[config.mk]
export PLATFORM = sky130hd
export DESIGN_NAME = pbit_gibbs_scheduler
export DESIGN_NICKNAME = d
export VERILOG_FILES = /design/src/rtl/pbit_pkg.sv /design/src/rtl/pbit_field_accum.sv /design/src/rtl/pbit_gibbs_scheduler.sv
export SDC_FILE = /design/constraint.sdc
export NUM_CORES = 2
export LEC_CHECK = 0
export ABC_AREA = 0
export BUFFER_PORTS_ARGS = -buffer_cell sky130_fd_sc_hd__buf_2
export CAP_MARGIN = 25
export CORE_MARGIN = 8
export CORE_UTILIZATION = 42
export DETAILED_ROUTE_END_ITERATION = 8
export PLACE_DENSITY_LB_ADDON = 0.3
export SYNTH_ARGS = -nofsm -noshare
export SYNTH_HDL_FRONTEND = slang
export SYNTH_SLANG_ARGS = --single-unit
[constraint.sdc]
create_clock -name CLK -period 76.8 [get_ports CLK]
set_clock_uncertainty 0.2 [all_clocks]
set_input_delay 0 -clock CLK [delete_from_list [all_inputs] [get_ports CLK]]
set_output_delay 0 -clock CLK [all_outputs]
set_load 0.02 [all_outputs]
[src/rtl/pbit_pkg.sv]
// Shared Q8.24 constants, scheduler state encoding and the saturating
// add/subtract used by the local-field accumulator.
package pbit_pkg;

  localparam int INT_SIZE   = 8;
  localparam int FLOAT_SIZE = 24;
  localparam int DATA_W     = INT_SIZE + FLOAT_SIZE;

  localparam logic [DATA_W-1:0] Q_MAX = {1'b0, {(DATA_W-1){1'b1}}};
  localparam logic [DATA_W-1:0] Q_MIN = {1'b1, {(DATA_W-1){1'b0}}};

  typedef enum logic [1:0] {
    S_IDLE   = 2'd0,
    S_ACCUM  = 2'd1,
    S_SETTLE = 2'd2,
    S_SAMPLE = 2'd3
  } sched_state_t;

  // One guard bit catches overflow; the guard and sign disagree exactly when
  // the true result left the representable range.
  function automatic logic [DATA_W-1:0] sat_addsub(
    input logic [DATA_W-1:0] a,
    input logic [DATA_W-1:0] b,
    input logic              sub
  );
    logic [DATA_W:0] ext;
    logic [DATA_W-1:0] res;
    if (sub) begin
      ext = {a[DATA_W-1], a} - {b[DATA_W-1], b};
    end else begin
      ext = {a[DATA_W-1], a} + {b[DATA_W-1], b};
    end
    if (ext[DATA_W] != ext[DATA_W-1]) begin
      res = ext[DATA_W] ? Q_MIN : Q_MAX;
    end else begin
      res = ext[DATA_W-1:0];
    end
    return res;
  endfunction

endpackage

[src/rtl/pbit_field_accum.sv]
// Local-field accumulator: loads a bias, then adds or subtracts coupling
// terms with saturation depending on the neighbour spin.
module pbit_field_accum
  import pbit_pkg::*;
(
  input  logic              clk,
  input  logic              rst,
  input  logic              load,
  input  logic              step,
  input  logic [DATA_W-1:0] bias,
  input  logic [DATA_W-1:0] coef,
  input  logic              spin,
  output logic [DATA_W-1:0] acc,
  output logic [DATA_W-1:0] acc_next
);

  // spin=1 contributes +J, spin=0 contributes -J; load has priority
  always_comb begin
    acc_next = acc;
    if (load) begin
      acc_next = bias;
    end else if (step) begin
      acc_next = sat_addsub(acc, coef, ~spin);
    end else begin
      acc_next = acc;
    end
  end

  // accumulator register
  always_ff @(posedge clk or posedge rst) begin
    if (rst) begin
      acc <= {DATA_W{1'b0}};
    end else begin
      acc <= acc_next;
    end
  end

endmodule

[src/rtl/pbit_gibbs_scheduler.sv]
// Sequential Gibbs controller time-sharing one external pbit across N nodes:
// field accumulation, pbit settle window, sample and write-back per node.
module pbit_gibbs_scheduler
  import pbit_pkg::*;
#(
  parameter int N        = 8,
  parameter int PBIT_LAT = 2,
  parameter int ADDR_W   = 7,
  parameter int SWEEP_W  = 16
) (
  input  logic               CLK,
  input  logic               RST,
  input  logic               start,
  input  logic               stop,
  input  logic [SWEEP_W-1:0] sweeps,
  input  logic               cfg_we,
  input  logic [ADDR_W-1:0]  cfg_addr,
  input  logic [DATA_W-1:0]  cfg_data,
  output logic [DATA_W-1:0]  pbit_z,
  input  logic               pbit_val,
  output logic [N-1:0]       state,
  output logic               busy,
  output logic               sweep_done,
  output logic               done,
  output logic [SWEEP_W-1:0] sweep_count
);

  localparam int IW = (N > 1) ? $clog2(N) : 1;
  localparam int LW = (PBIT_LAT > 1) ? $clog2(PBIT_LAT + 1) : 1;

  sched_state_t cur, nxt;

  logic [DATA_W-1:0]  jm [N][N];
  logic [DATA_W-1:0]  hv [N];
  logic [IW-1:0]      i, j, next_i, bias_idx;
  logic [LW-1:0]      lat;
  logic [SWEEP_W-1:0] sweeps_lat;
  logic [SWEEP_W-1:0] count_inc;
  logic               stop_pend;
  logic               last_node, run_end;
  logic               acc_load, acc_step;
  logic [DATA_W-1:0]  acc, acc_next;
  logic               cfg_ok;

  assign last_node = (i == IW'(N - 1));
  assign next_i    = last_node ? {IW{1'b0}} : i + IW'(1);
  assign count_inc = sweep_count + SWEEP_W'(1);
  assign cfg_ok    = cfg_we && !busy && (cur == S_IDLE);
  // The count compared here is the one this SAMPLE is about to produce
  assign run_end   = stop_pend || stop ||
                     (last_node && (sweeps_lat != {SWEEP_W{1'b0}}) && (count_inc == sweeps_lat));
  assign bias_idx  = (cur == S_SAMPLE) ? next_i : {IW{1'b0}};

  pbit_field_accum u_accum (
    .clk      (CLK),
    .rst      (RST),
    .load     (acc_load),
    .step     (acc_step),
    .bias     (hv[bias_idx]),
    .coef     (jm[i][j]),
    .spin     (state[j]),
    .acc      (acc),
    .acc_next (acc_next)
  );

  // FSM state register
  always_ff @(posedge CLK or posedge RST) begin
    if (RST) begin
      cur <= S_IDLE;
    end else begin
      cur <= nxt;
    end
  end

  // next-state and accumulator control
  always_comb begin
    nxt      = cur;
    acc_load = 1'b0;
    acc_step = 1'b0;
    case (cur)
      S_IDLE: begin
        if (start) begin
          nxt      = S_ACCUM;
          acc_load = 1'b1;
        end else begin
          nxt = S_IDLE;
        end
      end
      S_ACCUM: begin
        acc_step = (j != i);
        if (j == IW'(N - 1)) begin
          nxt = S_SETTLE;
        end else begin
          nxt = S_ACCUM;
        end
      end
      S_SETTLE: begin
        if (lat == LW'(PBIT_LAT - 1)) begin
          nxt = S_SAMPLE;
        end else begin
          nxt = S_SETTLE;
        end
      end
      S_SAMPLE: begin
        if (run_end) begin
          nxt = S_IDLE;
        end else begin
          nxt      = S_ACCUM;
          acc_load = 1'b1;
        end
      end
      default: begin
        nxt = S_IDLE;
      end
    endcase
  end

  // coupling and bias memory, writable only while idle
  always_ff @(posedge CLK or posedge RST) begin
    if (RST) begin
      for (int r = 0; r < N; r++) begin
        hv[r] <= {DATA_W{1'b0}};
        for (int c = 0; c < N; c++) begin
          jm[r][c] <= {DATA_W{1'b0}};
        end
      end
    end else if (cfg_ok) begin
      for (int r = 0; r < N; r++) begin
        for (int c = 0; c < N; c++) begin
          if (cfg_addr == ADDR_W'(r * N + c)) begin
            jm[r][c] <= cfg_data;
          end
        end
        if (cfg_addr == ADDR_W'(N * N + r)) begin
          hv[r] <= cfg_data;
        end
      end
    end
  end

  // node/sweep sequencing, spin state and status outputs
  always_ff @(posedge CLK or posedge RST) begin
    if (RST) begin
      i           <= {IW{1'b0}};
      j           <= {IW{1'b0}};
      lat         <= {LW{1'b0}};
      sweeps_lat  <= {SWEEP_W{1'b0}};
      sweep_count <= {SWEEP_W{1'b0}};
      stop_pend   <= 1'b0;
      state       <= {N{1'b0}};
      pbit_z      <= {DATA_W{1'b0}};
      busy        <= 1'b0;
      sweep_done  <= 1'b0;
      done        <= 1'b0;
    end else begin
      sweep_done <= 1'b0;
      done       <= 1'b0;
      case (cur)
        S_IDLE: begin
          if (cfg_ok && (cfg_addr == ADDR_W'(N * N + N))) begin
            state <= cfg_data[N-1:0];
          end
          // stop in the same cycle as start is deliberately not latched
          if (start) begin
            sweeps_lat  <= sweeps;
            sweep_count <= {SWEEP_W{1'b0}};
            i           <= {IW{1'b0}};
            j           <= {IW{1'b0}};
            stop_pend   <= 1'b0;
            busy        <= 1'b1;
          end
        end
        S_ACCUM: begin
          if (stop) begin
            stop_pend <= 1'b1;
          end
          if (j == IW'(N - 1)) begin
            j      <= {IW{1'b0}};
            lat    <= {LW{1'b0}};
            pbit_z <= acc_next;
          end else begin
            j <= j + IW'(1);
          end
        end
        S_SETTLE: begin
          if (stop) begin
            stop_pend <= 1'b1;
          end
          lat <= lat + LW'(1);
        end
        S_SAMPLE: begin
          state[i]  <= pbit_val;
          stop_pend <= 1'b0;
          i         <= next_i;
          if (last_node) begin
            sweep_count <= count_inc;
            sweep_done  <= 1'b1;
          end
          if (run_end) begin
            done <= 1'b1;
            busy <= 1'b0;
          end
        end
        default: begin
          busy <= 1'b0;
        end
      endcase
    end
  end

endmodule

Word level (Yosys, flattened, before mapping)

Index checks and enable logic that the tools add are counted.

Output and inout port bits: 59
Input port bits: 61
Bits in registers: 2,422
Word-level logic and storage cells: 337

Magnitude comparators: 6
$add $sub $neg: 6
Equality and inequality tests: 87
Reductions and logical operators: 97
Bitwise gates (word level): 3
Muxes and demuxes: 53

Operator list:

| cell                                          | count |
|---|---|
| binary-select mux 256 bit (select 3 bit)      | 1 |
| 2-to-1 mux 256 bit                            | 2 |
| 2-to-1 mux 32 bit                             | 8 |
| == test 7 x 6 -> 1 bit, second input constant | 32 |
| binary-select mux 32 bit (select 3 bit)       | 2 |
| AND reduction 2 bit                           | 79 |
| == test 7 x 5 -> 1 bit, second input constant | 16 |
| 2-to-1 mux 33 bit                             | 3 |
| == test 7 bit, second input constant          | 9 |
| == test 7 x 4 -> 1 bit, second input constant | 8 |
| adder 32 x 32 -> 33 bit                       | 1 |
| subtractor 32 x 32 -> 33 bit                  | 1 |
| 2-to-1 mux 16 bit                             | 2 |
| case mux 16 bit (2 select lines)              | 1 |
| == test 7 x 3 -> 1 bit, second input constant | 4 |
| adder 16 x 1 -> 16 bit, second input constant | 1 |
| == test 16 bit                                | 1 |
| 2-to-1 mux 1 bit                              | 16 |
| case mux 8 bit (2 select lines)               | 1 |
| nonzero test 16 bit                           | 1 |
| == test 7 x 2 -> 1 bit, second input constant | 2 |
| >= comparator 4 bit, second input constant    | 3 |
| 2-to-1 mux 3 bit                              | 4 |
| NOT 3 -> 4 bit                                | 3 |
| 30 further kinds                              | 51 |

Logic depth before layout (Yosys ltp)

Depth after elaboration: 15
Mapped depth: 38
Mapped depth without buffers: 28

By module

A second synthesis with hierarchy kept.

Cell total of the unflattened synthesis: 8,648
Area, all modules: 113,715.3 µm²

By module, submodules not included:

| module               | seq. area each (µm²) | area an instance (µm²) | times used | cells an instance |
|---|---|---|---|---|
| pbit_gibbs_scheduler | 59,807.4             | 109,752.8              | 1          | 8,133 |
| pbit_field_accum     | 800.8                | 3,962.6                | 1          | 515 |

Worst setup path after synthesis

Ideal clock, no wire load.

Kind: register to register
From: register i[2]
To: register pbit_z[14]
Clock period less this slack: 7,288 ps
Setup time: 124 ps
Slack: 69,512 ps
Cell stages (with the launch flop): 34
Data arrival time: 6,964 ps
Data required time: 76,476 ps
Buffers on the path: 8
Path through: dfrtp_1 > buf_2 > inv_1 > buf_2 > buf_2 > buf_2 > buf_1 > clkbuf_1 > mux4_2 > and2_0 > a31oi_1 > mux2_2 > ha_1 > nand2_1 > nand4b_4 > nor3_1 > nor2_1 > xnor2_1 > ha_1 > a21o_1 > and3_1 > a2111oi_0 > o211ai_1 > nand2_1 > o31ai_1 > a211oi_1 > xnor2_1 > a22oi_1 > a21o_1 > o31a_1 > buf_2 > buf_2 > o221ai_1 > o31a_1

Longest elaborated chain between the ends: 15
Elaborated cells between the ends (all ways): 32
Those cells by class: add/sub (3); eq/ne (3); mux (21); bitwise (2); reduce/logical (3)

RTL lines:

| item                                                                    | RTL line                       | text |
|---|---|---|
| from (decl)                                                             | pbit_gibbs_scheduler.sv:35     | `logic [IW-1:0] i, j, next_i, bias_idx;` |
| from (signal assigned)                                                  | pbit_gibbs_scheduler.sv:144    | `i <= {IW{1'b0}};` |
| from (signal assigned)                                                  | pbit_gibbs_scheduler.sv:167    | `i <= {IW{1'b0}};` |
| from (signal assigned)                                                  | pbit_gibbs_scheduler.sv:194    | `i <= next_i;` |
| NOT 3 -> 4 bit (implied by the code)                                    | pbit_gibbs_scheduler.sv:60     | `.coef (jm[i][j]),` |
| binary-select mux 256 bit (select 3 bit)                                | pbit_gibbs_scheduler.sv:60     |  |
| 2-to-1 mux 256 bit (implied by the code) (2 in a row)                   | pbit_gibbs_scheduler.sv:60     |  |
| binary-select mux 32 bit (select 3 bit)                                 | pbit_gibbs_scheduler.sv:60     |  |
| 2-to-1 mux 32 bit (implied by the code) (2 in a row)                    | pbit_gibbs_scheduler.sv:60     |  |
| subtractor 32 x 32 -> 33 bit or adder 32 x 32 -> 33 bit (tied branches) | pbit_pkg.sv:29, pbit_pkg.sv:31 |  |
| 2-to-1 mux 33 bit                                                       | pbit_pkg.sv:28                 | `if (sub) begin` |
| 2-to-1 mux 33 bit                                                       | pbit_field_accum.sv:22         | `end else if (step) begin` |
| 2-to-1 mux 33 bit                                                       | pbit_field_accum.sv:20         | `if (load) begin` |
| 2-to-1 mux 32 bit or inequality test 1 bit (tied branches)              | pbit_pkg.sv:34, pbit_pkg.sv:33 |  |
| 2-to-1 mux 32 bit                                                       | pbit_pkg.sv:33                 | `if (ext[DATA_W] != ext[DATA_W-1]) begin` |
| 2-to-1 mux 32 bit                                                       | pbit_field_accum.sv:22         |  |
| 2-to-1 mux 32 bit (*)                                                   | pbit_field_accum.sv:20         |  |
| to (signal assigned)                                                    | pbit_gibbs_scheduler.sv:151    | `pbit_z <= {DATA_W{1'b0}};` |
| to (signal assigned)                                                    | pbit_gibbs_scheduler.sv:180    | `pbit_z <= acc_next;` |
| to (decl)                                                               | pbit_gibbs_scheduler.sv:19     | `output logic [DATA_W-1:0] pbit_z,` |

Mark *: on every way between the ends. The rest lies on a longest branch, timed or not. The select of a mux whose other input is x is not followed.
A chain may end at the register's enable or synchronous reset.

Final worst setup path

From: register i[1]
To: register pbit_z[16]

Longest elaborated chain between the ends: 15
Elaborated cells between the ends (all ways): 32
Those cells by class: add/sub (3); eq/ne (3); mux (21); bitwise (2); reduce/logical (3)

RTL lines:

| item                                                                    | RTL line                       | text |
|---|---|---|
| NOT 3 -> 4 bit (implied by the code)                                    | pbit_gibbs_scheduler.sv:60     |  |
| binary-select mux 256 bit (select 3 bit)                                | pbit_gibbs_scheduler.sv:60     |  |
| 2-to-1 mux 256 bit (implied by the code) (2 in a row)                   | pbit_gibbs_scheduler.sv:60     |  |
| binary-select mux 32 bit (select 3 bit)                                 | pbit_gibbs_scheduler.sv:60     |  |
| 2-to-1 mux 32 bit (implied by the code) (2 in a row)                    | pbit_gibbs_scheduler.sv:60     |  |
| subtractor 32 x 32 -> 33 bit or adder 32 x 32 -> 33 bit (tied branches) | pbit_pkg.sv:29, pbit_pkg.sv:31 |  |
| 2-to-1 mux 33 bit                                                       | pbit_pkg.sv:28                 |  |
| 2-to-1 mux 33 bit                                                       | pbit_field_accum.sv:22         |  |
| 2-to-1 mux 33 bit                                                       | pbit_field_accum.sv:20         |  |
| 2-to-1 mux 32 bit or inequality test 1 bit (tied branches)              | pbit_pkg.sv:34, pbit_pkg.sv:33 |  |
| 2-to-1 mux 32 bit                                                       | pbit_pkg.sv:33                 |  |
| 2-to-1 mux 32 bit                                                       | pbit_field_accum.sv:22         |  |
| 2-to-1 mux 32 bit (*)                                                   | pbit_field_accum.sv:20         |  |
| named net acc_next[16]                                                  | pbit_gibbs_scheduler.sv:42     | `logic [DATA_W-1:0] acc, acc_next;` |

Mark *: on every way through the listed nets, which the timed path passes. The rest lies on a longest branch. The select of a mux whose other input is x is not followed.

==> flow_metrics.env <==
export IMPL_status="finished clean"
export IMPL_p_total_uw=3898
export IMPL_yosysSeqAreaShare=0.5347
export IMPL_utilization=0.4767
export IMPL_netlist_instances=8351
export IMPL_fin_area_um2=127800
export IMPL_min_to="jm[355]$_DFFE_PP0P_"
export IMPL_io_buffers=119
export IMPL_synth_edf_count=0
export IMPL_avgRoutedWirePerCell_um=33.58
export IMPL_syn_cell_area_um2=113300
export IMPL_nets=8401
export IMPL_fin_setup_tns_ps=0
export IMPL_hold_depth=5
export IMPL_slew_viol_final=0
export IMPL_min_from="cfg_addr[5]"
export IMPL_hold_path_class="input port to register"
export IMPL_drtIter0Drc=8141
export IMPL_start_util=0.4227
export IMPL_crit_path_start="i[1]$_DFFE_PP0P_"
export IMPL_drive_above_1_share=0.4347
export IMPL_ant_nets=0
export IMPL_p_per_area_nw_per_um2=30.49
export IMPL_critical_path_class="register to register"
export IMPL_r2r_end="pbit_z[16]$_DFFE_PP0P_"
export IMPL_clock_latency_ps=940
export IMPL_rr_startpoint="i[1]$_DFFE_PP0P_"
export IMPL_die_h_um=535.5
export IMPL_die_area_um2=286800
export IMPL_cts_tree="yes"
export IMPL_slowest_stage="dfrtp_4"
export IMPL_clock_path_buffers=4
export IMPL_avgSynthCellArea_um2=13.57
export IMPL_rsz0062_at_grt="no"
export IMPL_ctsResizeCount=0
export IMPL_detail_route_drc_violations=0
export IMPL_numPlacedInstances=11450
export IMPL_die_x_um=535.5
export IMPL_grt_ovfl_total=0
export IMPL_synth_warnings=0
export IMPL_syn_to_final_growth_pct=12.77
export IMPL_grt_pass1_wl_um=580600
export IMPL_ir_worst_vdd_mv=0.04701
export IMPL_p_leak_uw=0.06050
export IMPL_reg2regPathDepth=32
export IMPL_dr_pass1_iters=5
export IMPL_end_kind="register"
export IMPL_syn_nets=8457
export IMPL_finalCriticalPeriod_ps=10640
export IMPL_synth_top_flop_cell="dfrtp_1"
export IMPL_antenna_found_initial=31
export IMPL_placedInstanceArea_um2=117600
export IMPL_routed_wl_um=404500
export IMPL_cts_buffers=277
export IMPL_pin_count=120
export IMPL_gp_congestion=0.9056
export IMPL_std_cell_rows=190
export IMPL_stdcell_count=12050
export IMPL_first_global_vias=79360
export IMPL_finalHoldViolations=0
export IMPL_slowest_delay_ps=700
export IMPL_max_slew_margin_rel=0.2127
export IMPL_core_um2=268200
export IMPL_cts_clk_slew_worst_paths_ps=60
export IMPL_ys_ff_latch=2422
export IMPL_tightest_slew_ps=1176
export IMPL_ys_types=94
export IMPL_vias_per_cell=6.418
export IMPL_grt_max_degree=190
export IMPL_grt_use_total=0.2754
export IMPL_fin_crit_sh=0.1386
export IMPL_root_buffer="clkbuf_16"
export IMPL_vias=77310
export IMPL_cts_num_sinks=2422
export IMPL_setup_violations=0
export IMPL_place_hpwl_um=230400
export IMPL_htreeDepth=5
export IMPL_post_cts_buffers=0
export IMPL_crit_fanout=98
export IMPL_cp_arrival_ps=11230
export IMPL_crit_top_cell="buf_4"
export IMPL_cp_start_kind="register"
export IMPL_cp_required_ps=77390
export IMPL_maxCapViolations=0
export IMPL_max_freq_ghz=0.09398
export IMPL_r2r_slack_ps=66160
export IMPL_async_reset_ff_frac=1.000
## registers in the layout, summed over array words and instances, names as in the netlist, 2 cells and up, named ones only
name,cells
hv,256
i,3
j,3
jm,2048
lat,2
pbit_z,32
state,8
sweep_count,16
sweeps_lat,16
u_accum.acc,32
## critical path: cells and delay by family (launching register included)
kind	cells	cell delay, ps
multiplexers	1	320
adder cells (fa/ha/maj)	1	380
AND/OR/NAND/NOR	6	1630
flip-flops	1	700
AO/OA/AOI/OAI	14	3680
XOR/XNOR	2	200
buffers and inverters	8	3030
## cell usage after synthesis, types with 29 or more instances
| cell type | instances | area (um2) |
|---|---|---|
| mux2_2 | 2564 | 28870 |
| dfrtp_1 | 2422 | 60610 |
| clkbuf_1 | 476 | 1787 |
| nand2_1 | 288 | 1081 |
| a221oi_1 | 261 | 2286 |
| mux2i_1 | 214 | 2142 |
| buf_1 | 183 | 686.9 |
| o21ai_0 | 171 | 855.8 |
| a21oi_1 | 162 | 810.8 |
| mux4_2 | 151 | 3401 |
| nor2_1 | 150 | 563.0 |
| buf_2 | 122 | 610.6 |
| a22oi_1 | 108 | 810.8 |
| a221o_1 | 77 | 770.7 |
| o2bb2ai_1 | 65 | 569.3 |
| nand3_1 | 59 | 295.3 |
| xnor2_1 | 59 | 516.8 |
| a31oi_1 | 47 | 294.0 |
| a22o_1 | 46 | 402.9 |
| ha_1 | 44 | 550.5 |
| o221ai_1 | 42 | 367.9 |
| buf_4 | 41 | 307.8 |
| a211oi_1 | 38 | 285.3 |
| o22ai_1 | 35 | 219.0 |
| o31ai_1 | 35 | 262.8 |
| a21o_1 | 29 | 217.7 |
| o211ai_1 | 29 | 217.7 |
| xor2_1 | 29 | 254.0 |
## worst max-delay path by stage
stage	end	slack [ps]
after floorplan	asynchronous set/reset pin	8150
after global placement	pbit_z[14]$_DFFE_PP0P_	65590
after detailed placement	pbit_z[14]$_DFFE_PP0P_	66210
after CTS	pbit_z[14]$_DFFE_PP0P_	66200
after global routing	pbit_z[14]$_DFFE_PP0P_	65650
final	pbit_z[16]$_DFFE_PP0P_	66160
## report_power, final
| part | switching, uW | internal, uW | leakage (uW) | total (uW) |
|---|---|---|---|---|
| clock network | 532 | 784 | 0.00436 | 1320 |
| logic | 783 | 400 | 0.0226 | 1180 |
| registers | 54.3 | 1340 | 0.0335 | 1400 |
## cell usage in the layout, fill, tap and decap left out, drive strengths merged, types with 14 or more instances in the layout
| cell type | n |
|---|---|
| o21ai | 173 |
| nand2 | 288 |
| dlygate4sd3 | 102 |
| mux4 | 151 |
| a211oi | 38 |
| and3 | 24 |
| a22o | 46 |
| a221oi | 261 |
| a31oi | 47 |
| inv | 19 |
| nor2 | 151 |
| dfrtp | 2422 |
| diode | 14 |
| o22ai | 35 |
| nor3 | 28 |
| buf | 403 |
| xor2 | 29 |
| nor2b | 20 |
| nand2b | 18 |
| a221o | 77 |
| a21oi | 162 |
| bufinv | 15 |
| o221a | 14 |
| o2bb2ai | 65 |
| o211ai | 29 |
| o221ai | 42 |
| mux2i | 214 |
| clkbuf | 414 |
| and2 | 23 |
| ha | 44 |
| xnor2 | 59 |
| nand3 | 59 |
| a22oi | 108 |
| a21o | 29 |
| a311oi | 19 |
| o31ai | 35 |
| mux2 | 2575 |
| clkinv | 32 |
## kinds of logic after synthesis
family,Yosys count,share of synthesized area
simple gates,692,0.02913
fa+ha+maj,45,0.005034
flops,2422,0.5347
xor+xnor,89,0.007020
mux,2940,0.3047
buf+inv,860,0.03252
compound gates,1303,0.08687
## layout make-up
cell class / count / area (um2)
Multi-Input combinational cell: 5069 / 49650
Fill cell: 23370 / 140300
Clock buffer: 412 / 8185
Tap cell: 3552 / 4444
Inverter: 17 / 81.33
Antenna cell: 14 / 35.03
Clock inverter: 52 / 673.1
Sequential cell: 2422 / 60620
Timing Repair Buffer: 508 / 4124
## metrics by stage
stage	worst slack [ps]	hold slack, ps
finish	66160	81.59
global route	65650	50.67
CTS	66200	13.42
global placement	65590	20.65
floorplan	8148	-52.97
detailed placement	66210	31.44
## routing by layer
| metal | share of wire | track usage | wire length [um] |
|---|---|---|---|
| met5 | 0.00011 | 0 | 46 |
| met4 | 0.060 | 0.1402 | 24290 |
| met3 | 0.087 | 0.06210 | 35300 |
| met2 | 0.45 | 0.4290 | 183100 |
| met1 | 0.40 | 0.3619 | 161700 |
## what timing repair did
action	4_1_cts	5_1_grt
setup endpoints to repair	0	0
hold buffers	102	0
endpoints found under the hold margin	2591	0
Power figures use the tool's default switching activity.
